<file path="config.mk">
export PLATFORM = sky130hd
export DESIGN_NAME = imem_loader
export DESIGN_NICKNAME = d
export VERILOG_FILES = /design/src/rtl/imem_loader_pkg.sv /design/src/rtl/imem_loader_byte_packer.sv /design/src/rtl/imem_loader.sv
export SDC_FILE = /design/constraint.sdc
export NUM_CORES = 1
export LEC_CHECK = 0
export ABC_CLOCK_PERIOD_IN_PS = 3500
export CORE_MARGIN = 2
export CORE_UTILIZATION = 50
export DETAILED_ROUTE_END_ITERATION = 12
export PLACE_DENSITY = 0.87
export REMOVE_ABC_BUFFERS = 1
export SYNTH_ARGS = -nofsm -noshare
export SYNTH_HDL_FRONTEND = slang
export SYNTH_HIERARCHICAL = 1
export SYNTH_SLANG_ARGS = --single-unit
</file>
<file path="constraint.sdc">
create_clock -name clk -period 3.5 [get_ports clk]
set_clock_uncertainty 0.1 [all_clocks]
set_input_delay 0.7 -clock clk [delete_from_list [all_inputs] [get_ports clk]]
set_output_delay 0.7 -clock clk [all_outputs]
set_load 0.05 [all_outputs]
</file>
<file path="src/rtl/imem_loader_pkg.sv">
// Shared types and constants for the instruction memory boot loader.
package imem_loader_pkg;

    localparam int unsigned LEN_BYTES  = 4;
    localparam int unsigned WORD_BYTES = 4;
    localparam int unsigned WORD_W     = WORD_BYTES * 8;

    typedef enum logic [2:0] {
        IDLE  = 3'd0,
        LEN   = 3'd1,
        DATA  = 3'd2,
        CSUM  = 3'd3,
        DONE  = 3'd4,
        ERROR = 3'd5
    } state_e;

endpackage

</file>
<file path="src/rtl/imem_loader_byte_packer.sv">
// Assembles consecutive bytes into little-endian words; word_valid_c flags
// the strobe that completes a word, with word_c carrying the finished word.
module byte_packer
    import imem_loader_pkg::*;
(
    input  logic              clk,
    input  logic              rst,
    input  logic              clear,
    input  logic              strobe,
    input  logic [7:0]        byte_in,
    output logic [WORD_W-1:0] word_c,
    output logic              word_valid_c
);

    localparam int unsigned LANE_W  = $clog2(WORD_BYTES);
    localparam int unsigned SHIFT_W = WORD_W - 8;

    logic [LANE_W-1:0]  lane_q, lane_d;
    logic [SHIFT_W-1:0] shift_q, shift_d;

    // New byte enters at the top so the first byte ends up in bits [7:0].
    assign word_c       = {byte_in, shift_q};
    assign word_valid_c = strobe && (lane_q == LANE_W'(WORD_BYTES - 1));

    always_comb begin
        lane_d  = lane_q;
        shift_d = shift_q;
        if (clear) begin
            lane_d  = '0;
            shift_d = '0;
        end else if (strobe) begin
            lane_d  = lane_q + LANE_W'(1);
            shift_d = word_c[WORD_W-1:8];
        end
    end

    always_ff @(posedge clk or posedge rst) begin
        if (rst) begin
            lane_q  <= '0;
            shift_q <= '0;
        end else begin
            lane_q  <= lane_d;
            shift_q <= shift_d;
        end
    end

endmodule

</file>
<file path="src/rtl/imem_loader.sv">
// Boot loader: receives a length-prefixed, XOR-checksummed byte frame and
// writes the payload words to instruction memory, holding the CPU until done.
module imem_loader
    import imem_loader_pkg::*;
#(
    parameter int unsigned INS_ADDR = 16
) (
    input  logic        clk,
    input  logic        rst,
    input  logic        start,
    input  logic [7:0]  rx_data,
    input  logic        rx_valid,
    output logic        rx_ready,
    output logic        wr_en,
    output logic [31:0] wr_addr,
    output logic [31:0] wr_data,
    output logic        cpu_hold,
    output logic        load_done,
    output logic        load_err
);

    localparam int unsigned W_CNT     = INS_ADDR + 1;
    localparam logic [31:0] MAX_WORDS = 32'(1) << INS_ADDR;

    state_e             state_q, state_d;
    logic [W_CNT-1:0]   w_q, w_d;
    logic [W_CNT-1:0]   len_q, len_d;
    logic [7:0]         csum_q, csum_d;
    logic               rx_ready_q, rx_ready_d;
    logic               wr_en_q, wr_en_d;
    logic [31:0]        wr_addr_q, wr_addr_d;
    logic [31:0]        wr_data_q, wr_data_d;
    logic               hold_q, hold_d;
    logic               done_q, done_d;
    logic               err_q, err_d;

    logic               accept;
    logic               rearm;
    logic               pk_strobe;
    logic [WORD_W-1:0]  pk_word_c;
    logic               pk_valid_c;

    assign accept    = rx_valid && rx_ready_q;
    assign rearm     = start && (state_q == IDLE || state_q == DONE || state_q == ERROR);
    assign pk_strobe = accept && (state_q == LEN || state_q == DATA);

    // Length bytes and payload bytes share the same little-endian packer.
    byte_packer u_packer (
        .clk          (clk),
        .rst          (rst),
        .clear        (rearm),
        .strobe       (pk_strobe),
        .byte_in      (rx_data),
        .word_c       (pk_word_c),
        .word_valid_c (pk_valid_c)
    );

    always_comb begin
        state_d   = state_q;
        w_d       = w_q;
        len_d     = len_q;
        csum_d    = csum_q;
        wr_en_d   = 1'b0;
        wr_addr_d = wr_addr_q;
        wr_data_d = wr_data_q;
        hold_d    = hold_q;
        done_d    = done_q;
        err_d     = err_q;

        case (state_q)
            IDLE, DONE, ERROR: begin
                if (start) begin
                    state_d = LEN;
                    w_d     = '0;
                    len_d   = '0;
                    csum_d  = '0;
                    hold_d  = 1'b1;
                    done_d  = 1'b0;
                    err_d   = 1'b0;
                end
            end
            LEN: begin
                if (pk_valid_c) begin
                    if (pk_word_c > MAX_WORDS) begin
                        state_d = ERROR;
                        err_d   = 1'b1;
                    end else if (pk_word_c == '0) begin
                        state_d = CSUM;
                    end else begin
                        state_d = DATA;
                        len_d   = pk_word_c[W_CNT-1:0];
                    end
                end
            end
            DATA: begin
                if (accept) begin
                    csum_d = csum_q ^ rx_data;
                end
                if (pk_valid_c) begin
                    wr_en_d   = 1'b1;
                    wr_addr_d = 32'({w_q, 2'b00});
                    wr_data_d = pk_word_c;
                    w_d       = w_q + W_CNT'(1);
                    if (w_q + W_CNT'(1) == len_q) begin
                        state_d = CSUM;
                    end
                end
            end
            CSUM: begin
                if (accept) begin
                    if (rx_data == csum_q) begin
                        state_d = DONE;
                        done_d  = 1'b1;
                        hold_d  = 1'b0;
                    end else begin
                        state_d = ERROR;
                        err_d   = 1'b1;
                    end
                end
            end
            default: state_d = IDLE;
        endcase

        rx_ready_d = (state_d == LEN) || (state_d == DATA) || (state_d == CSUM);
    end

    always_ff @(posedge clk or posedge rst) begin
        if (rst) begin
            state_q    <= IDLE;
            w_q        <= '0;
            len_q      <= '0;
            csum_q     <= '0;
            rx_ready_q <= 1'b0;
            wr_en_q    <= 1'b0;
            wr_addr_q  <= '0;
            wr_data_q  <= '0;
            hold_q     <= 1'b1;
            done_q     <= 1'b0;
            err_q      <= 1'b0;
        end else begin
            state_q    <= state_d;
            w_q        <= w_d;
            len_q      <= len_d;
            csum_q     <= csum_d;
            rx_ready_q <= rx_ready_d;
            wr_en_q    <= wr_en_d;
            wr_addr_q  <= wr_addr_d;
            wr_data_q  <= wr_data_d;
            hold_q     <= hold_d;
            done_q     <= done_d;
            err_q      <= err_d;
        end
    end

    assign rx_ready  = rx_ready_q;
    assign wr_en     = wr_en_q;
    assign wr_addr   = wr_addr_q;
    assign wr_data   = wr_data_q;
    assign cpu_hold  = hold_q;
    assign load_done = done_q;
    assign load_err  = err_q;

endmodule

</file>
Word-level counts from Yosys, hierarchy flattened
Index checks and enable logic that the tools add are counted.
{"block": "classes", "bitwise_logic": 1, "muxes": 38, "n_reduce_logical": 23, "addsub": 2, "order_cmp": 1, "n_eq_ne": 21}
{"cell": "$mux W17", "n": 5}
{"cell": "$pmux W17 S2", "n": 2}
{"cell": "$mux W24", "n": 2}
{"cell": "$gt A32 B17 Y1 const B", "n": 1}
{"cell": "$logic_not A32 Y1", "n": 1}
{"cell": "$mux W3", "n": 6}
{"cell": "$ne A2 B2 Y1 const B", "n": 9}
{"cell": "$add A17 B1 Y17 const B", "n": 1}
{"cell": "$eq A17 B17 Y1", "n": 1}
{"cell": "$mux W8", "n": 2}
{"cell": "$pmux W8 S2", "n": 1}
{"cell": "$mux W1", "n": 14}
{"cell": "$eq A3 B2 Y1 const B", "n": 4}
{"cell": "$pmux W3 S4", "n": 1}
{"cell": "$eq A8 B8 Y1", "n": 1}
{"cell": "$reduce_bool A2 Y1", "n": 4}
{"cell": "$xor A8 B8 Y8", "n": 1}
{"cell": "$eq A3 B1 Y1 const B", "n": 2}
{"cell": "$eq A3 B3 Y1 const B", "n": 2}
{"cell": "$reduce_and A3 Y1", "n": 2}
{"cell": "$reduce_and A6 Y1", "n": 1}
{"cell": "$logic_or A1 B1 Y1", "n": 5}
{"cell": "$reduce_and A5 Y1", "n": 1}
{"cell": "$logic_and A1 B1 Y1", "n": 4}
{"cell": "11 further kinds", "n": 13}
{"block": "word_totals", "inputBits": 12, "register_bits": 125, "elab_cells": 99, "out_inout_bits": 69}

Depth between registers and ports, before layout
Gate-level depths: netlist (run 1).
{"block": "depth", "ltp_word": 9, "ltp_mapped": 14, "depth_no_buf": 10}

By module
The synthesis (run 1) kept the hierarchy.
{"module": "imem_loader", "area_each_um2": 5048.6, "cells_each": 572, "n_inst": 1}
{"module": "byte_packer", "area_each_um2": 1158.6, "cells_each": 95, "n_inst": 1}

Worst setup path after synthesis (run 1)
No wires, ideal clock.
{"block": "synth_path", "path_type": "reg-to-reg", "from": "register state_q[2]", "to": "register state_q[0]", "path_stages_with_launch": 14, "setup_ns": 0.103, "setup_slack_ns": 0.694, "period_less_slack_ns": 2.806, "arrival_ns": 2.602, "path_cell_list": "dfrtp_1 > nand2b_1 > nor2_1 > clkbuf_1 > nor2_1 > nor2_1 > buf_6 > buf_12 > and2_1 > nand2_2 > nor4_1 > o2111ai_1 > nand4b_1 > o41ai_2"}
{"block": "synth_via", "elab_chain_cells": 6, "elab_cells_between_ends": 13}
{"element": "from (decl)", "line_no": "imem_loader.sv:25", "rtl": "state_e state_q, state_d;"}
{"element": "from (signal assigned)", "line_no": "imem_loader.sv:141", "rtl": "state_q <= state_d;"}
{"element": "$eq A3 B1 Y1 or $eq A3 B2 Y1 (tied branches)", "line_no": "imem_loader.sv:45", "rtl": "assign pk_strobe = accept && (state_q == LEN || state_q == DATA);"}
{"element": "$logic_or A1 B1 Y1 (*)", "line_no": "imem_loader.sv:45"}
{"element": "$logic_and A1 B1 Y1 (*)", "line_no": "imem_loader.sv:45"}
{"element": "net pk_strobe", "line_no": "imem_loader.sv:39", "rtl": "logic pk_strobe;"}
{"element": "$logic_and A1 B1 Y1 (*)", "line_no": "imem_loader_byte_packer.sv:23", "rtl": "assign word_valid_c = strobe && (lane_q == LANE_W'(WORD_BYTES - 1));"}
{"element": "net pk_valid_c", "line_no": "imem_loader.sv:41", "rtl": "logic pk_valid_c;"}
{"element": "$mux W3, on equally long branches", "line_no": "imem_loader.sv:99, imem_loader.sv:83"}
{"element": "$pmux W3 S4 (*)", "line_no": "imem_loader.sv:70", "rtl": "case (state_q)"}
{"element": "net state_d[0]", "line_no": "imem_loader.sv:25"}
Mark *: on every way through the listed nets, which the timed path passes. The rest lies on a longest branch.
A chain may end at the register's enable or synchronous reset.

Worst setup path in the final report (run 1)
{"block": "layout_path", "from": "register state_q[1]", "to": "register w_q[4]"}
{"block": "layout_via", "elab_chain_cells": 6, "elab_cells_between_ends": 14}
{"element": "$eq A3 B1 Y1 or $eq A3 B2 Y1 (tied branches)", "line_no": "imem_loader.sv:45"}
{"element": "$logic_or A1 B1 Y1 (*)", "line_no": "imem_loader.sv:45"}
{"element": "$logic_and A1 B1 Y1 (*)", "line_no": "imem_loader.sv:45"}
{"element": "net pk_strobe", "line_no": "imem_loader.sv:39"}
{"element": "$logic_and A1 B1 Y1 (*)", "line_no": "imem_loader_byte_packer.sv:23"}
{"element": "net pk_valid_c", "line_no": "imem_loader.sv:41"}
{"element": "$ne A2 B2 Y1 (no source line) (*)"}
{"element": "$reduce_and A3 Y1 (no source line) (*)"}
{"element": "to (signal assigned)", "line_no": "imem_loader.sv:142", "rtl": "w_q <= w_d;"}
{"element": "to (decl)", "line_no": "imem_loader.sv:26", "rtl": "logic [W_CNT-1:0] w_q, w_d;"}
Marks and branches as above.

==> flow_summary.yaml, run 1 <==
die:
  core_um2: 12060
  io_pins: 81
  initial_core_util_pct: 51.46
  dieWidth_um: 115.4
  rows: 40
  die_h_um: 115.4
  die_area_um2: 13320
placement:
  portBuffers: 65
  gp_congestion: 0.8532
  post-place-ws_ps: 378.9
  placed_cells: 864
  dp_hpwl_um: 9285
outcome:
  status: "completed"
setup_path:
  worstPathArrival_ps: 2990
  cp.required_ps: 3710
  criticalPathCategory: "reg2reg"
  cp_max_fo: 17
  startpoint_type: "flop"
  critPathCaptureType: "flop"
  reg2reg_slack_ps: 730
power:
  power_leakage_nw: 3.517
  power.density_nw_per_um2: 663.8
  irDropWorstVdd_mv: 0.3891
  power_mw: 4.932
clocking:
  htree_levels: 4
  cts_root_buf: "clkbuf_16"
  post_cts.repair.setup_buffers: 0
  cts_hold_buffers: 0
  clock-sinks: 125
  clock_latency_ps: 410
  postCtsResizedCells: 0
  numCtsBuffers: 17
  clk_pin_slew_ps: 60
  cts_tree: "built"
  clockBufferDepth: 2
global_route:
  gr-usage-all-layers_pct: 22.59
  grt_antenna_before_repair: 0
  first_global_vias: 4924
  gr-total-overflow: 0
  grt_pass1_wl_um: 23830
  grt_max_degree: 71
logic_synthesis:
  ys_ff_latch: 125
  yosys_warnings: 6
  syn_area_per_cell_um2: 9.306
  synthFlopType: "dfrtp_1"
  async_reset_ff_share_pct: 100.0
  yosysUniqueCellTypes: 56
  netlist_instances: 667
  syn_area_um2: 6207
  synth_edf_count: 0
  synth_seq_area_share_pct: 50.41
route:
  drc_errors: 0
  drtIter0Drc: 407
  drt-wirelength-per-cell_um: 15.45
  wl_met2_um: 6873
  vias_per_cell: 5.445
  wl_um: 13840
  drtAntennaViolNets: 0
  dr_wl_met3_um: 734
  first_pass_iters: 5
  m1WireLength_um: 5994
  highest_layer: "met4"
  dr_total_vias: 4879
sta:
  worst_slack_ps: 727.4
  period_needed_ps: 2773
  hold_violations: 0
  min_period_over_period_pct: 79.22
  max_freq_mhz: 360.7
  slew-limit-headroom_pct: 31.47
  rsz0062_at_grt: "false"
  setup_viol: 0
  setup_tns_ps: 0
  finalMaxSlewViolations: 0
  worst_pin_slew_ps: 1024
  timing.hold.ws_ps: 368.3
min_path:
  hold_path.class: "reg2reg"
final_layout:
  fin_nets: 729
  antennaDiodeCount: 0
  drive_above_1_share_pct: 7.418
  fin_cells: 896
  mostFrequentLayoutCells: "nand2_1, dfrtp_1, clkdlybuf4s50_1, nor2_1, mux2i_1"
  final_common_cell: "nand2_1"
  area_delta_synth_final_pct: 19.69
job:
  cap_violations: 0
[cells by family (layout without fill, tap and decap cells)]
family | count (synthesis) | after routing | share of synthesized area [%]
adders and majority gates | 2 | 2 | 0.4031
xor gates and xnor gates | 24 | 24 | 3.386
AOI/OAI and AO/OA | 82 | 82 | 8.789
buffers and inverters | 84 | 131 | 7.640
muxes | 42 | 42 | 6.773
DFF | 125 | 125 | 50.41
other | 1 | 15 | 0.06041
and+or+nand+nor | 307 | 307 | 22.54
[report_power, final]
part	total, mW	switching [mW]	internal, mW
combinational	1.12	0.659	0.465
sequential	2.03	0.310	1.72
clock	1.78	0.628	1.15
[critical path, stage by stage, from the launching register on]
cell and delay (ps):
dfrtp_1 500, nor3b_4 210, buf_4 190, nor2_1 140, nor2_2 50, and2_1 200, nand2_2 90, inv_1 50
nor2_1 780, o21ai_0 230, o31ai_1 110
[state kept, by name (all words and copies together) (netlist names)]
| signal | cells |
|---|---|
| cpu_hold | 1 |
| csum_q | 8 |
| len_q | 17 |
| load_done | 1 |
| load_err | 1 |
| rx_ready | 1 |
| state_q | 3 |
| u_packer/lane_q | 2 |
| u_packer/shift_q | 24 |
| w_q | 17 |
| wr_addr | 17 |
| wr_data | 32 |
| wr_en | 1 |
[final timing paths]
kind	from	end	cells after the start
hold / removal	wr_addr[9]	wr_addr[9]	2
setup reg to reg	state_q[1]	w_q[4]	10
max in group asynchronous	rst	u_packer/shift_q[0]	2
min in group asynchronous	rst	wr_data[12]	2
hold reg to reg	wr_addr[9]	wr_addr[9]	2
setup / recovery	state_q[1]	w_q[4]	10
[cells in the mapped netlist (3+ instances only)]
master	instances	area, µm²
nand2_1	182	683.2
dfrtp_1	124	3103
nor2_1	50	187.7
mux2i_1	42	420.4
o21ai_0	36	180.2
buf_4	26	195.2
inv_1	25	93.84
nand2b_1	19	118.9
clkbuf_1	16	60.06
xnor2_1	14	122.6
buf_2	11	55.05
nand4_1	11	68.82
a22o_1	10	87.58
nor4_1	10	62.56
xor2_1	10	87.58
a21oi_1	7	35.03
nor3_1	6	30.03
o31ai_1	5	37.54
a31oi_1	4	25.02
nand3_1	4	20.02
nor2b_1	4	25.02
a211oi_1	3	22.52
and3_1	3	18.77
nand4b_1	3	26.28
[routing by layer]
| metal | vias up | GRT usage, % |
|---|---|---|
| met4 | 0 | 8.434 |
| met1 | 2407 | 29.57 |
| li1 | 2288 | - |
| met3 | 22 | 5.021 |
| met2 | 162 | 37.04 |
| met5 | - | 0 |
[metrics by stage]
stage	util (%)	area (µm²)
after detailed placement	56.61	6828
after global placement	56.61	6828
after CTS	61.60	7430
after floorplan	-	5879
final	61.60	7430
after global routing	61.60	7430
[layout make-up]
| type | count | area, µm² |
|---|---|---|
| timing repair buffer | 74 | 730.7 |
| inverter | 25 | 96.34 |
| fill | 1009 | 4632 |
| clock inverter | 11 | 141.4 |
| clock buffer | 21 | 460.4 |
| multi-input combinational | 472 | 2661 |
| tap | 168 | 210.2 |
| sequential | 125 | 3129 |
No activity file was read; power rests on OpenSTA's default activity.
==> run 2, diff against run 1 <==
--- a/config.mk
+++ b/config.mk
@@ -5,11 +5,11 @@
 export SDC_FILE = /design/constraint.sdc
 export NUM_CORES = 1
 export LEC_CHECK = 0
-export ABC_CLOCK_PERIOD_IN_PS = 3500
+export ABC_CLOCK_PERIOD_IN_PS = 2750
 export CORE_MARGIN = 2
-export CORE_UTILIZATION = 50
+export CORE_UTILIZATION = 55
 export DETAILED_ROUTE_END_ITERATION = 12
-export PLACE_DENSITY = 0.87
+export PLACE_DENSITY = 0.91
 export REMOVE_ABC_BUFFERS = 1
 export SYNTH_ARGS = -nofsm -noshare
 export SYNTH_HDL_FRONTEND = slang
==> constraint.sdc (replaced) <==
create_clock -name clk -period 2.75 [get_ports clk]
set_clock_uncertainty 0.1 [all_clocks]
set_input_delay 0.55 -clock clk [delete_from_list [all_inputs] [get_ports clk]]
set_output_delay 0.55 -clock clk [all_outputs]
set_load 0.05 [all_outputs]
==> flow_summary.yaml, run 2 (synthesis gave the netlist of run 1 again) <==
outcome:
  status: "completed"
final_layout:
  final_area_um2: 7461
  drive_above_1_share_pct: 8.832
  fin_nets: 737
  area_delta_synth_final_pct: 20.20
  nFillCells: 793
  largest_reg_flops: 32
  final_core_util_pct: 68.23
  antennaDiodeCount: 0
  final_common_cell: "nand2_1"
  mostFrequentLayoutCells: "nand2_1, dfrtp_1, clkdlybuf4s50_1, nor2_1, mux2i_1"
  fin_cells: 876
power:
  power_frac_seq_pct: 40.9
  irDropWorstVdd_mv: 0.4579
  p_sw_share_pct: 34.24
  power_leakage_nw: 3.552
  power.density_nw_per_um2: 852.9
  p_int_mw: 4.185
  power_mw: 6.364
  clock_power_share_pct: 35.0
  p_switching_mw: 2.179
  comb_power_share_pct: 24.1
setup_path:
  critPathCaptureType: "flop"
  worstPathArrival_ps: 2620
  cp_max_fo: 9
  cp.required_ps: 2950
  startpoint_type: "flop"
  criticalPathCategory: "reg2reg"
job:
  cap_violations: 0
die:
  initial_core_util_pct: 56.76
  rows: 38
  core_um2: 10940
  dieWidth_um: 110.2
  die_area_um2: 12150
  io_pins: 81
  die_h_um: 110.2
placement:
  placed_cells: 844
  dp_hpwl_um: 9684
  post-place-ws_ps: -25.66
  portBuffers: 65
  placed_cell_area_um2: 6865
  gp_congestion: 0.9016
sta:
  slew-limit-headroom_pct: 46.21
  worst_pin_slew_ps: 803.1
  setup_viol: 0
  finalMaxSlewViolations: 0
  period_needed_ps: 2422
  max_freq_mhz: 412.9
  rsz0062_at_grt: "false"
  hold_violations: 0
  worst_slack_ps: 328.1
  min_period_over_period_pct: 88.07
  setup_tns_ps: 0
  timing.hold.ws_ps: 370.0
route:
  dr_total_vias: 5079
  drtIter0Drc: 362
  drc_errors: 0
  drtAntennaViolNets: 0
  vias_per_cell: 5.798
  wl_um: 15150
  drt-wirelength-per-cell_um: 17.29
  first_pass_iters: 5
global_route:
  grt_pass1_wl_um: 25070
  grt_antenna_before_repair: 0
  gr-total-overflow: 0
  gr-usage-met1_pct: 35.44
  grt_use_met3_pct: 5.467
  gr-usage-all-layers_pct: 26.85
  grt-busiest-layer: "met2"
  first_global_vias: 5069
  grt_max_degree: 64
  use_met2_pct: 43.73
clocking:
  numCtsBuffers: 17
  clk_pin_slew_ps: 60
  clock-sinks: 125
  cts_root_buf: "clkbuf_16"
  postCtsResizedCells: 0
  cts_tree: "built"
  htree_levels: 4
  clockBufferDepth: 2
  clock_latency_ps: 420
  post_cts.repair.setup_buffers: 0
  cts_hold_buffers: 0
min_path:
  hold_path.class: "reg2reg"
-- run 2: cell type report --
cell class,count,area [µm²],area share [%]
flip-flops and latches,125,3129,41.94
well taps,140,175.2,2.348
inverters,25,96.34,1.291
repair buffers,82,803.3,10.77
multi-input cells,472,2664,35.70
clock inverters,13,140.1,1.878
clock buffers,19,452.9,6.071
-- run 2: worst paths after layout --
| kind | endpoint | depth (start not counted) | slack, ps | startpoint |
|---|---|---|---|---|
| max in group asynchronous | cpu_hold | 3 | 1620 | rst |
| worst min-delay path | wr_addr[8] | 2 | 370 | wr_addr[8] |
| min in group asynchronous | wr_data[11] | 3 | 500 | rst |
| worst max-delay path | state_q[0] | 9 | 330 | state_q[1] |
| worst min register to register | wr_addr[8] | 2 | 370 | wr_addr[8] |
| worst max register to register | state_q[0] | 9 | 330 | state_q[1] |
-- run 2: power by group through the flow --
stage	Combinational, mW	Clock (mW)	Sequential (mW)
global route	1.67	2.32	2.64
global placement	1.37	0	2.58
finish	1.54	2.23	2.60
CTS	1.52	2.24	2.58
floorplan	1.06	0	2.53
detailed placement	1.47	0	2.60
-- run 2: metal layers --
layer | up-vias | wire length [µm] | share of wire (%)
met1 | 2500 | 6196 | 41
met5 | - | 0 | 0
li1 | 2297 | - | -
met4 | 0 | 410 | 2.7
met2 | 237 | 7571 | 50
met3 | 45 | 971 | 6.4
-- run 2: critical path: stages, from the launching register on --
cell	delay, ps
dfrtp_1	560
nor3b_4	280
nor2_1	90
nor2_2	90
and2_1	160
nand2_2	80
nor4_1	300
o2111ai_1	150
nand4b_1	200
o41ai_2	310
==> run 3, diff against run 2 <==
--- a/config.mk
+++ b/config.mk
@@ -10,7 +10,6 @@
 export CORE_UTILIZATION = 55
 export DETAILED_ROUTE_END_ITERATION = 12
 export PLACE_DENSITY = 0.91
-export REMOVE_ABC_BUFFERS = 1
 export SYNTH_ARGS = -nofsm -noshare
 export SYNTH_HDL_FRONTEND = slang
 export SYNTH_HIERARCHICAL = 1
==> flow_summary.yaml, run 3 (synthesis gave the netlist of run 1 again) <==
outcome:
  status: "completed"
die:
  rows: 38
  io_pins: 81
  core_um2: 10940
  die_h_um: 110.2
  dieWidth_um: 110.2
  initial_core_util_pct: 56.76
  die_area_um2: 12150
route:
  drtIter0Drc: 520
  drt-wirelength-per-cell_um: 17.16
  wl_met2_um: 7555
  wl_um: 15050
  drc_errors: 0
  drtAntennaViolNets: 0
  first_pass_iters: 5
  dr_wl_met3_um: 879
  dr_total_vias: 5041
  vias_per_cell: 5.748
  m1WireLength_um: 6291
  highest_layer: "met4"
sta:
  min_period_over_period_pct: 91.77
  setup_tns_ps: 0
  worst_pin_slew_ps: 964.6
  setup_viol: 0
  hold_violations: 0
  slew-limit-headroom_pct: 35.39
  finalMaxSlewViolations: 0
  rsz0062_at_grt: "false"
  timing.hold.ws_ps: 369.8
  period_needed_ps: 2524
  max_freq_mhz: 396.3
placement:
  placed_cell_area_um2: 6887
  dp_hpwl_um: 9594
  portBuffers: 65
  gp_congestion: 0.8948
clocking:
  clock-sinks: 125
  cts_hold_buffers: 0
  clock_latency_ps: 420
  cts_tree: "built"
  clk_pin_slew_ps: 60
  post_cts.repair.setup_buffers: 0
  numCtsBuffers: 17
  cts_root_buf: "clkbuf_16"
  postCtsResizedCells: 0
  htree_levels: 4
  clockBufferDepth: 2
setup_path:
  critPathCaptureType: "flop"
  r2r_start: "state_q[1]"
  startpoint_type: "flop"
  worstReg2RegEnd: "state_q[0]"
  criticalPathCategory: "reg2reg"
  reg2reg_depth: 9
  worstPathArrival_ps: 2740
  cp.required_ps: 2970
  reg2reg_slack_ps: 230
  cp_max_fo: 9
final_layout:
  largest_reg_flops: 32
  mostFrequentLayoutCells: "nand2_1, dfrtp_1, clkdlybuf4s50_1, nor2_1, mux2i_1"
  fin_nets: 738
  drive_above_1_share_pct: 8.412
  antennaDiodeCount: 0
  area_delta_synth_final_pct: 20.02
  final_common_cell: "nand2_1"
  final_area_um2: 7450
  final_core_util_pct: 68.12
  nFillCells: 798
power:
  power_mw: 6.261
  power_leakage_nw: 3.540
  irDropWorstVdd_mv: 0.4806
  power.density_nw_per_um2: 840.5
min_path:
  hold_depth: 2
  hold_path.class: "reg2reg"
  min_from: "wr_addr[9]"
  whs_endpoint: "wr_addr[9]"
job:
  cap_violations: 0
global_route:
  grt_antenna_before_repair: 0
  grt_max_degree: 65
  gr-usage-all-layers_pct: 26.44
  gr-total-overflow: 0
  first_global_vias: 4920
  grt_pass1_wl_um: 24570
[run 3: cell types whose count changed in the layout (fill, tap and decap cells not counted), sizes merged]
| cell | before | now |
|---|---|---|
| inv | 27 | 24 |
| clkbuf | 19 | 21 |
| clkinv | 5 | 6 |
| buf | 17 | 18 |
[run 3: through the flow]
| stage | cells | worst slack (ps) |
|---|---|---|
| final | 877 | 226.4 |
| after global routing | 877 | 38.43 |
| after CTS | 877 | 237.7 |
| after detailed placement | 845 | 19.28 |
| after global placement | 845 | 62.85 |
| after floorplan | 681 | 39.30 |
[run 3: critical path, cell delays in order (launching register included)]
cell,delay [ps]
dfrtp_1,560
nor3b_4,280
nor2_1,90
nor2_2,120
and2_1,200
nand2_2,90
nor4_1,360
o2111ai_1,150
nand4b_1,210
o41ai_2,280
[run 3: worst max path at each step]
stage | from | end | slack, ps | cells past startpoint
after CTS | state_q[2] | w_q[7] | 240 | 10
final | state_q[1] | state_q[0] | 230 | 9
after global placement | rx_valid | state_q[0] | 60 | 9
after detailed placement | rx_valid | w_q[7] | 20 | 9
after floorplan | state_q[2] | state_q[0] | 40 | 13
after global routing | state_q[2] | state_q[0] | 40 | 10
[run 3: power by group]
group	leakage, nW	internal, mW	total [mW]	switching [mW]
clock	0.267	1.33	2.12	0.795
combinational	1.62	0.617	1.53	0.916
sequential	1.66	2.19	2.61	0.421
total	3.54	4.13	6.26	2.13
[run 3: area by class of cell]
type                    count  area [µm²]  area share [%]
clock inverters            11       120.1           1.612
multi-input cells         472        2664           35.76
repair buffers             83       823.3           11.05
flip-flops and latches    125        3129           42.01
clock buffers              21       440.4           5.912
inverters                  25       97.59           1.310
well taps                 140       175.2           2.351
[run 3: routing by layer]
layer  vias to the layer above  track usage (%)
li1                       2304                -
met1                      2486            34.30
met2                       211            43.30
met3                        40            6.290
met4                         0            9.911
met5                         -                0
